<file path="src/rtl/msdap_pkg.sv">
// Shared types and constants for the parallel-to-serial transmit path.
package msdap_pkg;

  localparam int WORD_W    = 40;
  localparam int CNT_MIN_W = 5;

  typedef enum logic [1:0] {
    IDLE  = 2'd0,
    ARMED = 2'd1,
    SHIFT = 2'd2
  } p2s_state_e;

  // Counter width able to reach 'last', never narrower than CNT_MIN_W.
  function automatic int cnt_width(input int last);
    int w;
    w = $clog2(last + 1);
    return (w < CNT_MIN_W) ? CNT_MIN_W : w;
  endfunction

endpackage

</file>
<file path="src/rtl/p2s_bit_counter.sv">
// Bit-slot counter: counts 0..LAST while enabled, wraps to 0 after LAST,
// and flags the terminal slot on o_done.
module p2s_bit_counter #(
  parameter int CNT_W = 6,
  parameter int LAST  = 39
) (
  input  logic clk,
  input  logic srst,
  input  logic i_restart,
  input  logic i_enable,
  output logic o_done
);

  logic [CNT_W-1:0] r_count;

  assign o_done = (r_count == CNT_W'(LAST));

  always_ff @(posedge clk) begin
    if (srst || i_restart) begin
      r_count <= '0;
    end else if (i_enable) begin
      r_count <= o_done ? '0 : r_count + 1'b1;
    end
  end

endmodule

</file>
<file path="src/rtl/p2s_serializer.sv">
// Double-buffered MSB-first serializer with frame-synchronised word start.
// Defining P2S_PARITY_EN appends one even-parity slot after each word's LSB.
module p2s_serializer
  import msdap_pkg::*;
#(
  parameter int WIDTH = WORD_W
) (
  input  logic             clk,
  input  logic             start,
  input  logic             p2s_load,
  input  logic             p2s_clear,
  input  logic [WIDTH-1:0] data_in,
  input  logic             frame,
  output logic             serial_out,
  output logic             out_ready,
  output logic             hold_full,
  output logic             overrun
);

`ifdef P2S_PARITY_EN
  localparam int LAST = WIDTH;
`else
  localparam int LAST = WIDTH - 1;
`endif
  localparam int CNT_W = cnt_width(LAST);

  p2s_state_e       r_state;
  p2s_state_e       w_state_next;
  logic [WIDTH-1:0] r_hold;
  logic [WIDTH-1:0] r_shift;
  logic             r_hold_full;
  logic             r_overrun;
  logic             w_transfer;
  logic             w_done;

  // Clear suppresses a frame that would otherwise launch a word this cycle.
  assign w_transfer = (r_state == ARMED) && frame && !p2s_clear;
  assign hold_full  = r_hold_full;
  assign overrun    = r_overrun;

  p2s_bit_counter #(
    .CNT_W (CNT_W),
    .LAST  (LAST)
  ) u_bit_counter (
    .clk       (clk),
    .srst      (start),
    .i_restart (p2s_clear),
    .i_enable  (r_state == SHIFT),
    .o_done    (w_done)
  );

`ifdef P2S_PARITY_EN
  logic r_parity;

  always_ff @(posedge clk) begin
    if (start || p2s_clear) begin
      r_parity <= 1'b0;
    end else if (w_transfer) begin
      r_parity <= ^r_hold;
    end
  end
`endif

  always_ff @(posedge clk) begin
    if (start) begin
      r_state <= IDLE;
    end else begin
      r_state <= w_state_next;
    end
  end

  always_comb begin
    w_state_next = r_state;
    out_ready    = 1'b0;
    serial_out   = 1'b0;
    case (r_state)
      IDLE: begin
        if (r_hold_full) w_state_next = ARMED;
      end
      ARMED: begin
        if (frame) w_state_next = SHIFT;
      end
      SHIFT: begin
        out_ready  = 1'b1;
        serial_out = r_shift[WIDTH-1];
`ifdef P2S_PARITY_EN
        if (w_done) serial_out = r_parity;
`endif
        if (w_done) w_state_next = r_hold_full ? ARMED : IDLE;
      end
      default: w_state_next = IDLE;
    endcase
    if (p2s_clear) w_state_next = IDLE;
  end

  always_ff @(posedge clk) begin
    if (start || p2s_clear) begin
      r_hold      <= '0;
      r_shift     <= '0;
      r_hold_full <= 1'b0;
      r_overrun   <= 1'b0;
    end else begin
      if (w_transfer) begin
        r_shift <= r_hold;
      end else if (r_state == SHIFT) begin
        r_shift <= {r_shift[WIDTH-2:0], 1'b0};
      end
      if (p2s_load) r_hold <= data_in;
      // A load in the transfer cycle refills the buffer just emptied, so no overrun.
      r_hold_full <= p2s_load || (r_hold_full && !w_transfer);
      if (p2s_load && r_hold_full && !w_transfer) r_overrun <= 1'b1;
    end
  end

endmodule
</file>
<file path="config.mk">
export PLATFORM = sky130hd
export DESIGN_NAME = p2s_serializer
export DESIGN_NICKNAME = d
export VERILOG_FILES = /design/src/rtl/msdap_pkg.sv /design/src/rtl/p2s_bit_counter.sv /design/src/rtl/p2s_serializer.sv
export SDC_FILE = /design/constraint.sdc
export NUM_CORES = 1
export LEC_CHECK = 0
export CAP_MARGIN = 20
export CORE_ASPECT_RATIO = 1.1
export CORE_UTILIZATION = 55
export DETAILED_ROUTE_END_ITERATION = 12
export MAX_ROUTING_LAYER = met4
export PLACE_DENSITY = 0.82
export SYNTH_ARGS = -nofsm -noshare
export SYNTH_HDL_FRONTEND = slang
export SYNTH_SLANG_ARGS = --single-unit
export TNS_END_PERCENT = 20
</file>
<file path="constraint.sdc">
create_clock -name clk -period 1.5 [get_ports clk]
set_input_delay 0.375 -clock clk [delete_from_list [all_inputs] [get_ports clk]]
set_output_delay 0.375 -clock clk [all_outputs]
set_load 0.005 [all_outputs]
</file>
==> results summary, run 1 <==
After detailed routing, the met3 layer carries around 490 µm of wire. TritonCTS built the clock tree. The detailed-routing iteration count for the pre-antenna-repair pass is 4.

In the detailed route, the total length drawn on met2 is 4.10 mm. The largest area contributor in the synthesized netlist is dfxtp_1. The critical setup path kind is flop to output pin. IR analysis of the VDD net gives a maximum drop of around 600 µV. The worst reg-to-reg setup slack is -0.01 ns.

After synthesis, the share of flip-flops with an asynchronous set or reset is 0%. The critical path buffer and inverter count came out at 2. The required time of the critical path is 1.12 ns. The core area came out at between 0.006 and 0.007 mm². The startpoint identified for the worst register-to-register timing path is r_state[0]. The initial utilization of the core area, before any placement, comes to around 58%.

The post-synthesis cell area is just under 0.004 mm². The time the final worst path needs with I/O delays and setup is 1.52 ns. The total vias in the final route is about 3,100. Hold timing on the final database bottoms out at a slack of 0.469 ns. The number of buffers on the longest clock path came out at 2. Summing internal, switching and leakage power gives 4280 µW. Yosys printed 0 warnings. The checks that failed: setup timing. In the final layout, the share of cells above drive strength 1 is between 20% and 30%. The height of the chip came out at roughly 90 µm.

The number of enable-type register cells in the synthesized netlist came out at 0. Entering global routing, the biggest net connects 44 pins. The most used flip-flop cell after synthesis is dfxtp_1. The total die area came out at approximately 0.0074 mm². The row count is 31.

The number of clock sinks came out at 90. The mean post-synth cell area is 9.59 µm². The worst hold path terminates at overrun. The largest individual stage delay along the critical path comes from the cell dfxtp_2.

The number of global-route vias before repair came out at between 2,000 and 3,000. The worst setup path is captured at an output pin. The relative area change from synthesis to final layout came out at 25.2%. The share of the cycle needed by the critical path after routing came out at 101%. The hold violation total from the final report is 0.

The remaining design rule violation count came out at 0. After detailed routing, the total wire length is 8.19 mm. The clock arrives with 0.00715 ns of skew. After synthesis, the most frequently instantiated cells are dfxtp_1, nor2_1, nand2_1, mux2i_1, a311oi_2. The number of instances in the synthesized netlist came out at 405. STA classifies the critical path startpoint as a flop. The number of levels the H-tree was split into is 3. In this run the tool buffered the top-level ports with 48 buffer cells.

The count of different cell masters after synthesis came out at 33. The worst flop-to-flop path endpoint is r_shift[14]. The count of antenna diodes in the layout came out at 0.

The non-filler instance count after layout is about 540. The synthesis-stage register bit count is 90. The clock network latency to the later pin of the worst-skew pair came out at 0.35 ns. 49 I/O pins were placed.

The detailed router's first-iteration violation count came out at 132. The sum of negative setup slack came out at -0.0470 ns. The total congestion overflow after global routing is 0. The max-slew violation count is 0. The number of max-cap violations came out at 0. The most common cell in the synthesized netlist is dfxtp_1.

Counting every net in the synthesized netlist gives between 400 and 500. The routed metal-1 wirelength came out at 3.53 mm. The run finished, with violations left. The stage delay of the slowest cell on the critical path is 0.35 ns. Sorting the synthesized cells by area gives the leading types as dfxtp_1, a311oi_2, mux2i_1, nor2_1, nand2_1. At the pin with the least slew margin, the transition time is about 0.42 ns. The die boundary width came out at 82.1 µm.

The count of cells along the worst hold path is 2. The average wire per cell in the routed design came out at 15.1 µm. The area share of the largest cell type after synthesis came out at about 46%. For this run, the post-layout net count is 503.

The kind of cell with the highest combined delay along the critical path is flip-flops. The wire length of the first global-routing pass is 12.6 mm. The maximum fanout encountered on the critical timing path is 3. The final non-filler cell area is 0.00486 mm². The HPWL reported at the end of detailed placement came out at just under 5 mm. Setup violations remaining at the end of the flow were counted as 3. For this design the ratio of total power to cell area is slightly below 900 mW/mm². The number of nets with antenna violations after detailed routing came out at 0. At the end of routability-driven placement, the weighted congestion stood at ~0.74. The clock buffer count from CTS is 9. The length in cells of the worst reg-to-reg path is 5. Setup repair after global routing could not meet its margin everywhere.

The cell chosen for the clock root is clkbuf_8. The register clock-pin slew on the reported worst setup and hold paths came out at 0.08 ns. The maximum clock frequency is about 660 MHz. The leakage power figure is roughly 0.0018 µW.

The number of antenna violations at the first check in global routing came to 0. The post-placement cell count came out at 520. The startpoint identified for the worst hold timing path is overrun. The worst slew margin relative to its limit came out at 71.9%. The sequential area share after synthesis is 46.4%. The ratio of routed vias to standard cells is 5.64. STA puts the critical path data arrival time at 1.14 ns. The min-delay analysis places its worst path in the category flop to flop.

Global routing used 22.6% of the available tracks. The top routing layer in use is met4. The final worst-path setup slack came out at -0.0198 ns. The post-placement cell area is 0.00444 mm². The critical path goes through nand2b_4 > clkinv_4 > and2_4 > buf_6.
[report_power, final]
| part | total, µW | switching, µW | internal, µW | leakage (µW) |
|---|---|---|---|---|
| logic | 358 | 150 | 208 | 0.00101 |
| registers | 2460 | 28.6 | 2430 | 0.000730 |
| clock network | 1470 | 787 | 683 | 0.0000855 |
| total | 4280 | 966 | 3320 | 0.00183 |
[registers in the layout, indices dropped and copies added, names as in the netlist]
register and cells:
r_hold 40, r_state 2, overrun 1, u_bit_counter.r_count 6
r_shift 40, hold_full 1
[per-stage QoR]
step | util [%] | worst slack (ns)
6_report | 72.5 | -0.0198
5_1_grt | 72.5 | -0.0639
4_1_cts | 69.2 | -0.0159
3_5_place_dp | 66.2 | -0.405
3_3_place_gp | 66.2 | -0.363
2_1_floorplan | - | 0.138
[cells by family (layout without fill, tap and decap cells)]
| family | count (synthesis) | in the layout | share of synthesized area, % |
|---|---|---|---|
| muxes | 41 | 41 | 10.6 |
| xor gates and xnor gates | 2 | 2 | 0.451 |
| AOI/OAI and AO/OA | 50 | 50 | 16.7 |
| adders and majority gates | 1 | 1 | 0.322 |
| buffers and inverters | 36 | 91 | 6.93 |
| and+or+nand+nor | 185 | 186 | 18.7 |
| DFF | 90 | 90 | 46.4 |
[layer usage]
layer  global-route usage (%)  vias to the layer above
met4                     9.65                        0
met3                     3.86                        6
met1                     27.8                     1488
met2                     35.7                       80
met5                        -                        -
li1                         -                     1488
[cell usage in the layout (no fill, tap or decap), types with 2 or more instances in the layout]
| master | instances |
|---|---|
| dfxtp_1 | 88 |
| nand2_1 | 85 |
| nor2_1 | 65 |
| clkdlybuf4s50_1 | 42 |
| mux2i_1 | 40 |
| a311oi_2 | 38 |
| nor2_2 | 20 |
| clkbuf_8 | 11 |
| buf_4 | 10 |
| buf_12 | 7 |
| a21oi_1 | 6 |
| buf_6 | 6 |
| clkbuf_16 | 4 |
| nand3_1 | 3 |
| or3_4 | 2 |
| nor2_4 | 2 |
| nand4_1 | 2 |
| xor2_1 | 2 |
| clkbuf_1 | 2 |
| dlygate4sd2_1 | 2 |
[worst max path at each step]
stage                from  cells past startpoint     endpoint  slack (ns)
2_1_floorplan       frame                      6   r_shift[9]        0.14
3_3_place_gp        frame                      6  r_shift[39]       -0.36
3_5_place_dp        frame                      6   r_shift[2]       -0.41
4_1_cts             frame                      6   r_shift[3]       -0.02
5_1_grt        r_state[0]                      4   serial_out       -0.06
6_report       r_state[0]                      4   serial_out       -0.02
[worst register-to-register path, stage by stage (launching register included)]
cell and delay, ns:
dfxtp_2 0.35, buf_6 0.11, nand2_4 0.04, or3_4 0.49
clkbuf_16 0.21, a311oi_2 0.23
[final cells by class]
class	instances	area (µm²)
Multi-Input combinational cell	280	1920
Fill cell	446	1850
Sequential cell	90	1810
Timing Repair Buffer	74	853
Clock buffer	13	159
Tap cell	82	103
Clock inverter	2	12.5
Inverter	2	12.5
[what timing repair did]
action | CTS | global route
hold endpoints to repair | 0 | 0
resized for setup | 22 | 28
setup endpoints to repair | 12 | 37
pin swaps | 1 | 3
buffers inserted | 1 | 1
hold buffers | 0 | 0
gates cloned | 0 | 7
No activity file was read; power rests on OpenSTA's default activity.
==> run 2, diff against run 1 <==
--- a/config.mk
+++ b/config.mk
@@ -7,10 +7,11 @@
 export LEC_CHECK = 0
 export CAP_MARGIN = 20
 export CORE_ASPECT_RATIO = 1.1
-export CORE_UTILIZATION = 55
+export CORE_UTILIZATION = 57
+export CTS_BUF_LIST = sky130_fd_sc_hd__clkbuf_8
 export DETAILED_ROUTE_END_ITERATION = 12
 export MAX_ROUTING_LAYER = met4
-export PLACE_DENSITY = 0.82
+export PLACE_DENSITY = 0.85
 export SYNTH_ARGS = -nofsm -noshare
 export SYNTH_HDL_FRONTEND = slang
 export SYNTH_SLANG_ARGS = --single-unit
==> run 2 against run 1 <==
  * The flow still finishes with violations (setup timing)
  * Maximum frequency is 0.26% lower
  * Final area decreased by 1.5%
  * Hold slack better by 0.0023 ns
  * Register-to-register slack better by 0.02 ns
  * Worst setup slack worse by 0.0040 ns
  * Clock power is 41% higher
  * Combinational power fell by 3%
  * Clock skew fell by 0.0011 ns
  * Die area down 3.4%
  * Critical path depth up 2
  * Via count down 1.6%
  * Critical path type is now primary input to flop
==> results summary, run 2 (synthesis results as in run 1) <==
The final weighted congestion in routability-driven placement is 0.811 (+9.0%). The slew at the pin closest to its max-slew limit is 0.443 ns (+0.0218 ns). The time the final worst path needs with I/O delays and setup came out at 1.52 ns (+0.00402 ns). The ratio of routed vias to standard cells was 5.66 (+0.40%). The leakage power figure is 0.00177 µW (-3.3%).

The worst slew margin relative to its limit is 70.5% (-1.5 points). The worst reg-to-reg setup slack was 0.01 ns (+0.02 ns). The worst path arrival time came out at 1.77 ns (+0.63 ns). The clock buffer count from CTS came out at 9 (unchanged). The detailed router's first-iteration violation count came out at 154 (+17%). The number of antenna violations at the first check in global routing came out at 0 (unchanged).

The top cell types in the final layout, fill and taps aside, are dfxtp_1, nand2_1, nor2_1. The largest registers in the layout are r_hold x40, r_shift x40, u_bit_counter.r_count x6. The share of the cycle needed by the critical path after routing was 102% (+0.27 points). The number of I/O pins came out at 49 (unchanged). The clock network latency to the later pin of the worst-skew pair was 0.36 ns (about the same). The setup path with the least slack is of type primary input to flop. TritonCTS built the clock tree. The total setup violations reported at the end of the flow came out at 4 (+1).

The wire length of the first global-routing pass came out at 12.6 mm (-0.17%). STA classifies the critical path endpoint as a flop. The number of input and output port buffers inserted came to 48 (unchanged). The count of antenna diodes in the layout came out at 0 (unchanged). The height of the chip came out at 88.6 µm (-1.7%). The number of buffers on the longest clock path came out at 2 (unchanged). The checks that failed: setup timing.

The maximum vdd drop is 605 µV (+0.69%). The final worst-path setup slack was -0.0238 ns (-0.00402 ns). The register clock-pin slew on the reported worst setup and hold paths came out at 0.09 ns (about the same). The total die area came to 0.00715 mm² (-3.4%). The HPWL reported at the end of detailed placement is 4.84 mm (-0.99%).

On the critical path, the stage with the largest delay is an instance of clkdlybuf4s50_1. The maximum clock frequency is 656 MHz (-0.26%). The number of global-route vias before repair came out at 2,742 (-4.2%).

The core area is 0.00659 mm² (-1.7%). The number of max-cap violations is 0 (unchanged). The average wire per cell in the routed design is 15.3 µm (+1.7%). STA classifies the critical path startpoint as a primary input.

The critical path buffer and inverter count was 2 (unchanged). The required time of the critical path is 1.75 ns (+0.63 ns). The total design power is 4880 µW (+14%). The total vias in the final route is 3,012 (-1.6%).

The row count is 31 (unchanged). The number of nets with antenna violations after detailed routing came out at 0 (unchanged). The final non-filler cell area is 0.00479 mm² (-1.5%). Clock tree synthesis selected as its root buffer the cell clkbuf_8.

The initial core utilization is 58.9% (+1.0 points). The global routing usage summed across all routing layers is 23.7% (+1.1 points). The die boundary width is 80.7 µm (-1.7%).

The kind of cell with the highest combined delay on the critical path is buffers and inverters. The final core utilization is 72.6% (+0.14 points). The stage delay of the slowest cell on the critical path is 0.49 ns (+0.14 ns). The number of clock sinks came to 90 (unchanged). The library cell used most frequently in the layout, excluding fill and tap cells, is dfxtp_1. Setup repair after global routing could not meet its margin everywhere.

The number of nets in the finished design was 491 (-2.4%). The startpoint identified for the worst register-to-register timing path is r_state[1]. In this run the worst setup path begins at frame.

The pin count of the biggest net entering global routing is 48 (+9.1%). The hold violation total from the final report came out at 0 (unchanged). The startpoint identified for the worst hold timing path is p2s_load.

The tightest min-delay check is of the primary input to flop type. The number of levels the H-tree was split into is 3 (unchanged). The post-placement cell area is 0.00440 mm² (-0.90%). The number of hold-repair buffers added at the cts stage is 0 (unchanged). The detailed-routing iteration count for the pre-antenna-repair pass was 5 (+1). The sum of negative setup slack came out at -0.0549 ns (-0.00793 ns).

The setup clock skew after layout is 0.00609 ns (-0.00106 ns). The max-slew violation count is 0 (unchanged). The layout cell share with drive strength beyond 1 is 23.3% (-1.2 points). The aggregate routed wire length came to 8.16 mm (-0.40%). The total power divided by cell area is 1020 mW/mm² (+16%). The maximum fanout encountered on the critical timing path is 25 (+22). Relative to the synthesized area, the layout overhead comes to 23.3%.

The remaining design rule violation count is 0 (unchanged). The flow ran to the end, but the final reports show violations. The total congestion overflow after global routing came out at 0 (unchanged).

Walking the worst path, the cells encountered are clkdlybuf4s50_1 > nand2_2 > or3_4 > buf_12 > a21oi_1 > nor2_1.
==> run 2: cell types whose count changed in the layout (fill, tap and decap cells not counted), moves of 2 or more <==
| cell | change |
|---|---|
| buf_6 | -5 |
| buf_4 | -4 |
| bufinv_16 | +3 |
| clkbuf_16 | -3 |
| nor2_2 | +3 |
| clkbuf_1 | -2 |
| dfxtp_2 | +2 |
| inv_6 | +2 |
| nor2_4 | -2 |
==> run 2: through the flow <==
step	setup slack [ns]	hold WS, ns	instances
5_1_grt	-0.0478	0.485	532
6_report	-0.0238	0.471	532
4_1_cts	0.000530	0.471	531
3_5_place_dp	-0.362	0.459	513
3_3_place_gp	-0.343	0.445	513
2_1_floorplan	0.138	0.431	405
==> run 2: power breakdown <==
part / internal [µW] / switching (µW) / total [µW] / leakage, µW
clock network: 1210 / 863 / 2070 / 0.000131
registers: 2430 / 28.5 / 2460 / 0.000730
logic: 200 / 149 / 349 / 0.000906
==> run 2: final cells by class <==
class	count	area, µm²
clock buffers	11	151
clock inverters	5	108
fillers	467	1810
inverters	2	12.5
multi-input cells	279	1900
flip-flops and latches	90	1810
well taps	82	103
repair buffers	63	704
==> run 2: timing repair <==
action,CTS,global route
buffers inserted,2,0
cloned,0,1
gates resized for setup,15,25
setup endpoints to repair,6,27
==> run 2: tightest hold or removal path: stages <==
cell,delay (ns)
buf_2,0.20
mux2i_1,0.15
nor2_1,0.07
==> run 2: final timing paths <==
kind	end	cells after the start
setup / recovery	hold_full	6
hold / removal	r_hold[14]	3
setup reg to reg	hold_full	5
hold reg to reg	r_shift[0]	2
==> run 2: metal layers <==
metal	vias up	global-route usage (%)	share of wire [%]
met3	17	3.20	3.8
met1	1466	29.9	45
met2	67	38.0	49
met4	0	10.2	2.1
li1	1462	-	-
met5	-	-	0
==> run 3, diff against run 2 <==
--- a/config.mk
+++ b/config.mk
@@ -9,7 +9,9 @@
 export CORE_ASPECT_RATIO = 1.1
 export CORE_UTILIZATION = 57
 export CTS_BUF_LIST = sky130_fd_sc_hd__clkbuf_8
+export CTS_CLUSTER_DIAMETER = 30
 export DETAILED_ROUTE_END_ITERATION = 12
+export HOLD_SLACK_MARGIN = 0.02
 export MAX_ROUTING_LAYER = met4
 export PLACE_DENSITY = 0.85
 export SYNTH_ARGS = -nofsm -noshare
==> constraint.sdc (replaced) <==
create_clock -name clk -period 1.5 [get_ports clk]
set_input_delay 0.375 -clock clk [delete_from_list [all_inputs] [get_ports clk]]
set_output_delay 0.375 -clock clk [all_outputs]
set_load 0.02 [all_outputs]
==> run 3 against run 2 <==
  * The flow still finishes with violations (setup timing)
  * Worst setup slack better by 0.0067 ns
  * Final area is 2.9% lower
  * Combinational power is 1% lower
  * Sequential share of layout area is 1.1 points higher
  * Wire length is 1.5% lower
  * Core utilization is 2.1 points lower
  * Sequential power hardly changed
  * Cell count is 0.19% lower
  * Critical path type unchanged
  * Largest power group unchanged
==> results summary, run 3 (synthesis results as in run 1) <==
The number of input and output port buffers inserted came to 48 (unchanged). The layout cell share with drive strength beyond 1 is 19.4% (-4.0 points). The maximum vdd drop came out at 688 µV (+14%). The run finished, with violations left. The top cell types in the final layout, fill and taps aside, are dfxtp_1, nand2_1, nor2_1. The worst setup path is captured at a flop.

The number of antenna violations at the first check in global routing is 0 (unchanged). The most critical setup path has its startpoint at p2s_clear. The required time of the critical path is 1.74 ns (about the same). The kind of path behind the tightest hold check is flop to flop. The checks that failed: setup timing.

The total design power came to 4280 µW (-12%). The maximum fanout encountered on the critical timing path came to 25 (unchanged). The initial core utilization is 58.9% (unchanged). The relative area change from synthesis to final layout is 19.7%.

Setup repair after global routing could not meet its margin everywhere. The maximum clock frequency came to 659 MHz (+0.44%). The total met3 wirelength after detailed routing came out at 407 µm (+33%).

The met2 routed wirelength is 3.86 mm (-3.8%). The total power divided by cell area came out at 921 mW/mm² (-9.7%). The global routing usage summed across all routing layers is 23.4% (-0.26 points). The count of antenna diodes in the layout came out at 0 (unchanged). The total congestion overflow after global routing came out at 0 (unchanged). The die boundary width came to 80.7 µm (unchanged).

The ratio of routed vias to standard cells is 5.65 (-0.14%). The detailed router's first-iteration violation count is 206 (+34%). The detailed-routing iteration count for the pre-antenna-repair pass came to 4 (-1).

The clock tree from TritonCTS is built. The row count came out at 31 (unchanged). The final non-filler cell area came to 0.00465 mm² (-2.9%).

The setup clock skew after layout is 0.00734 ns (+0.00125 ns). The number of global-route vias before repair is 2,831 (+3.2%). The number of buffers on the longest clock path was 2 (unchanged). The number of levels the H-tree was split into came out at 3 (unchanged). The routed metal-1 wirelength came out at 3.58 mm (-2.4%). The clock buffer count from CTS came out at 9 (unchanged). The total vias in the final route is 3,002 (-0.33%). The time the final worst path needs with I/O delays and setup is 1.52 ns (-0.00672 ns). The HPWL reported at the end of detailed placement is 4.94 mm (+2.0%). The final weighted congestion in routability-driven placement is 0.798 (-1.6%). The number of nets in the finished design is 491 (unchanged). Clock tree synthesis selected as its root buffer the cell clkbuf_8.

The wire length of the first global-routing pass came out at 12.3 mm (-2.3%). The worst setup path is launched from a primary input. The leakage power figure came out at 0.00175 µW (-0.65%). The top routing layer in use is met4. The aggregate routed wire length came to 8.04 mm (-1.5%). The worst path arrival time came out at 1.76 ns (about the same). The largest registers in the layout are r_hold x40, r_shift x40, u_bit_counter.r_count x6.

The hold violation total from the final report came out at 0 (unchanged). The clock network latency to the later pin of the worst-skew pair was 0.36 ns (about the same). The number of fill cells came to 480 (+2.8%). The critical setup path kind is primary input to flop.

The number of nets with antenna violations after detailed routing is 0 (unchanged). The register clock-pin slew on the reported worst setup and hold paths is 0.08 ns (about the same). The final worst-path setup slack is -0.0171 ns (+0.00672 ns). The critical hold path startpoint is r_hold[0].

The number of clock sinks is 90 (unchanged). The library cell used most frequently in the layout, excluding fill and tap cells, is dfxtp_1. The post-placement cell area was 0.00440 mm² (-0.11%).

The height of the chip is 88.6 µm (unchanged). The worst slew margin relative to its limit is 70.1% (-0.39 points). The total setup violations reported at the end of the flow is 2 (-2). The pin count of the biggest net entering global routing is 48 (unchanged).

The max-slew violation count is 0 (unchanged). The number of max-cap violations was 0 (unchanged). The slew at the pin closest to its max-slew limit is 0.449 ns (+0.00586 ns). The number of I/O pins came out at 49 (unchanged). The source of the worst register-to-register timing path is r_state[0]. The total die area came out at 0.00715 mm² (unchanged). The core area is 0.00659 mm² (unchanged). The average wire per cell in the routed design came out at 15.1 µm (-1.3%). The share of the cycle needed by the critical path after routing is 101% (-0.45 points). The remaining design rule violation count came to 0 (unchanged).
==> run 3: changes by cell type in the layout (fill, tap and decap cells not counted), sizes merged <==
| cell | delta |
|---|---|
| buf | +1 |
| bufinv | -3 |
| clkdlybuf4s15 | -1 |
| clkdlybuf4s50 | -1 |
| clkinv | -1 |
| dlymetal6s2s | +1 |
| inv | +3 |
==> run 3: timing repair <==
item | 4_1_cts | 5_1_grt
gates resized for setup | 15 | 16
gates cloned | 0 | 2
setup endpoints to repair | 36 | 27
buffers inserted | 0 | 1
hold buffers | 0 | 0
pin swaps | 0 | 2
hold endpoints to repair | 0 | 0
==> run 3: final timing paths <==
path,end,slack (ns),depth (start not counted)
worst max register to register,overrun,0,6
worst min register to register,r_shift[0],0.46,2
worst max-delay path,overrun,-0.02,5
worst min-delay path,r_shift[0],0.46,2
==> run 3: critical path, stage by stage <==
cell,delay [ns]
clkdlybuf4s50_1,0.45
or3_4,0.47
buf_12,0.20
a31oi_1,0.18
nor2_1,0.06
==> run 3: metal layers <==
layer	GRT usage, %	vias up
met5	-	-
li1	-	1459
met4	10.1	0
met3	5.67	19
met1	27.5	1441
met2	38.3	83
==> run 3: report_power, final <==
part / total, µW / switching, µW / internal, µW
combinational: 345 / 148 / 196
clock: 1480 / 807 / 673
sequential: 2450 / 26.4 / 2430
==> run 3: final cells by class <==
type | instances | area, µm² | area share [%]
clock buffers | 11 | 151 | 3.26
clock inverters | 4 | 20.0 | 0.431
well taps | 82 | 103 | 2.21
repair buffers | 63 | 704 | 15.2
inverters | 2 | 10.0 | 0.215
multi-input cells | 279 | 1860 | 39.9
flip-flops and latches | 90 | 1800 | 38.8
==> run 3: through the flow <==
step	worst slack (ns)	util [%]	instances	setup TNS [ns]	hold slack (ns)
2_1_floorplan	0.000185	-	405	0	0.431
3_3_place_gp	-0.347	66.7	514	-13.65	0.444
3_5_place_dp	-0.399	66.7	514	-15.51	0.449
4_1_cts	-0.0546	69.3	529	-0.0546	0.461
5_1_grt	-0.0312	70.5	531	-0.160	0.475
6_report	-0.0171	70.5	531	-0.0187	0.461
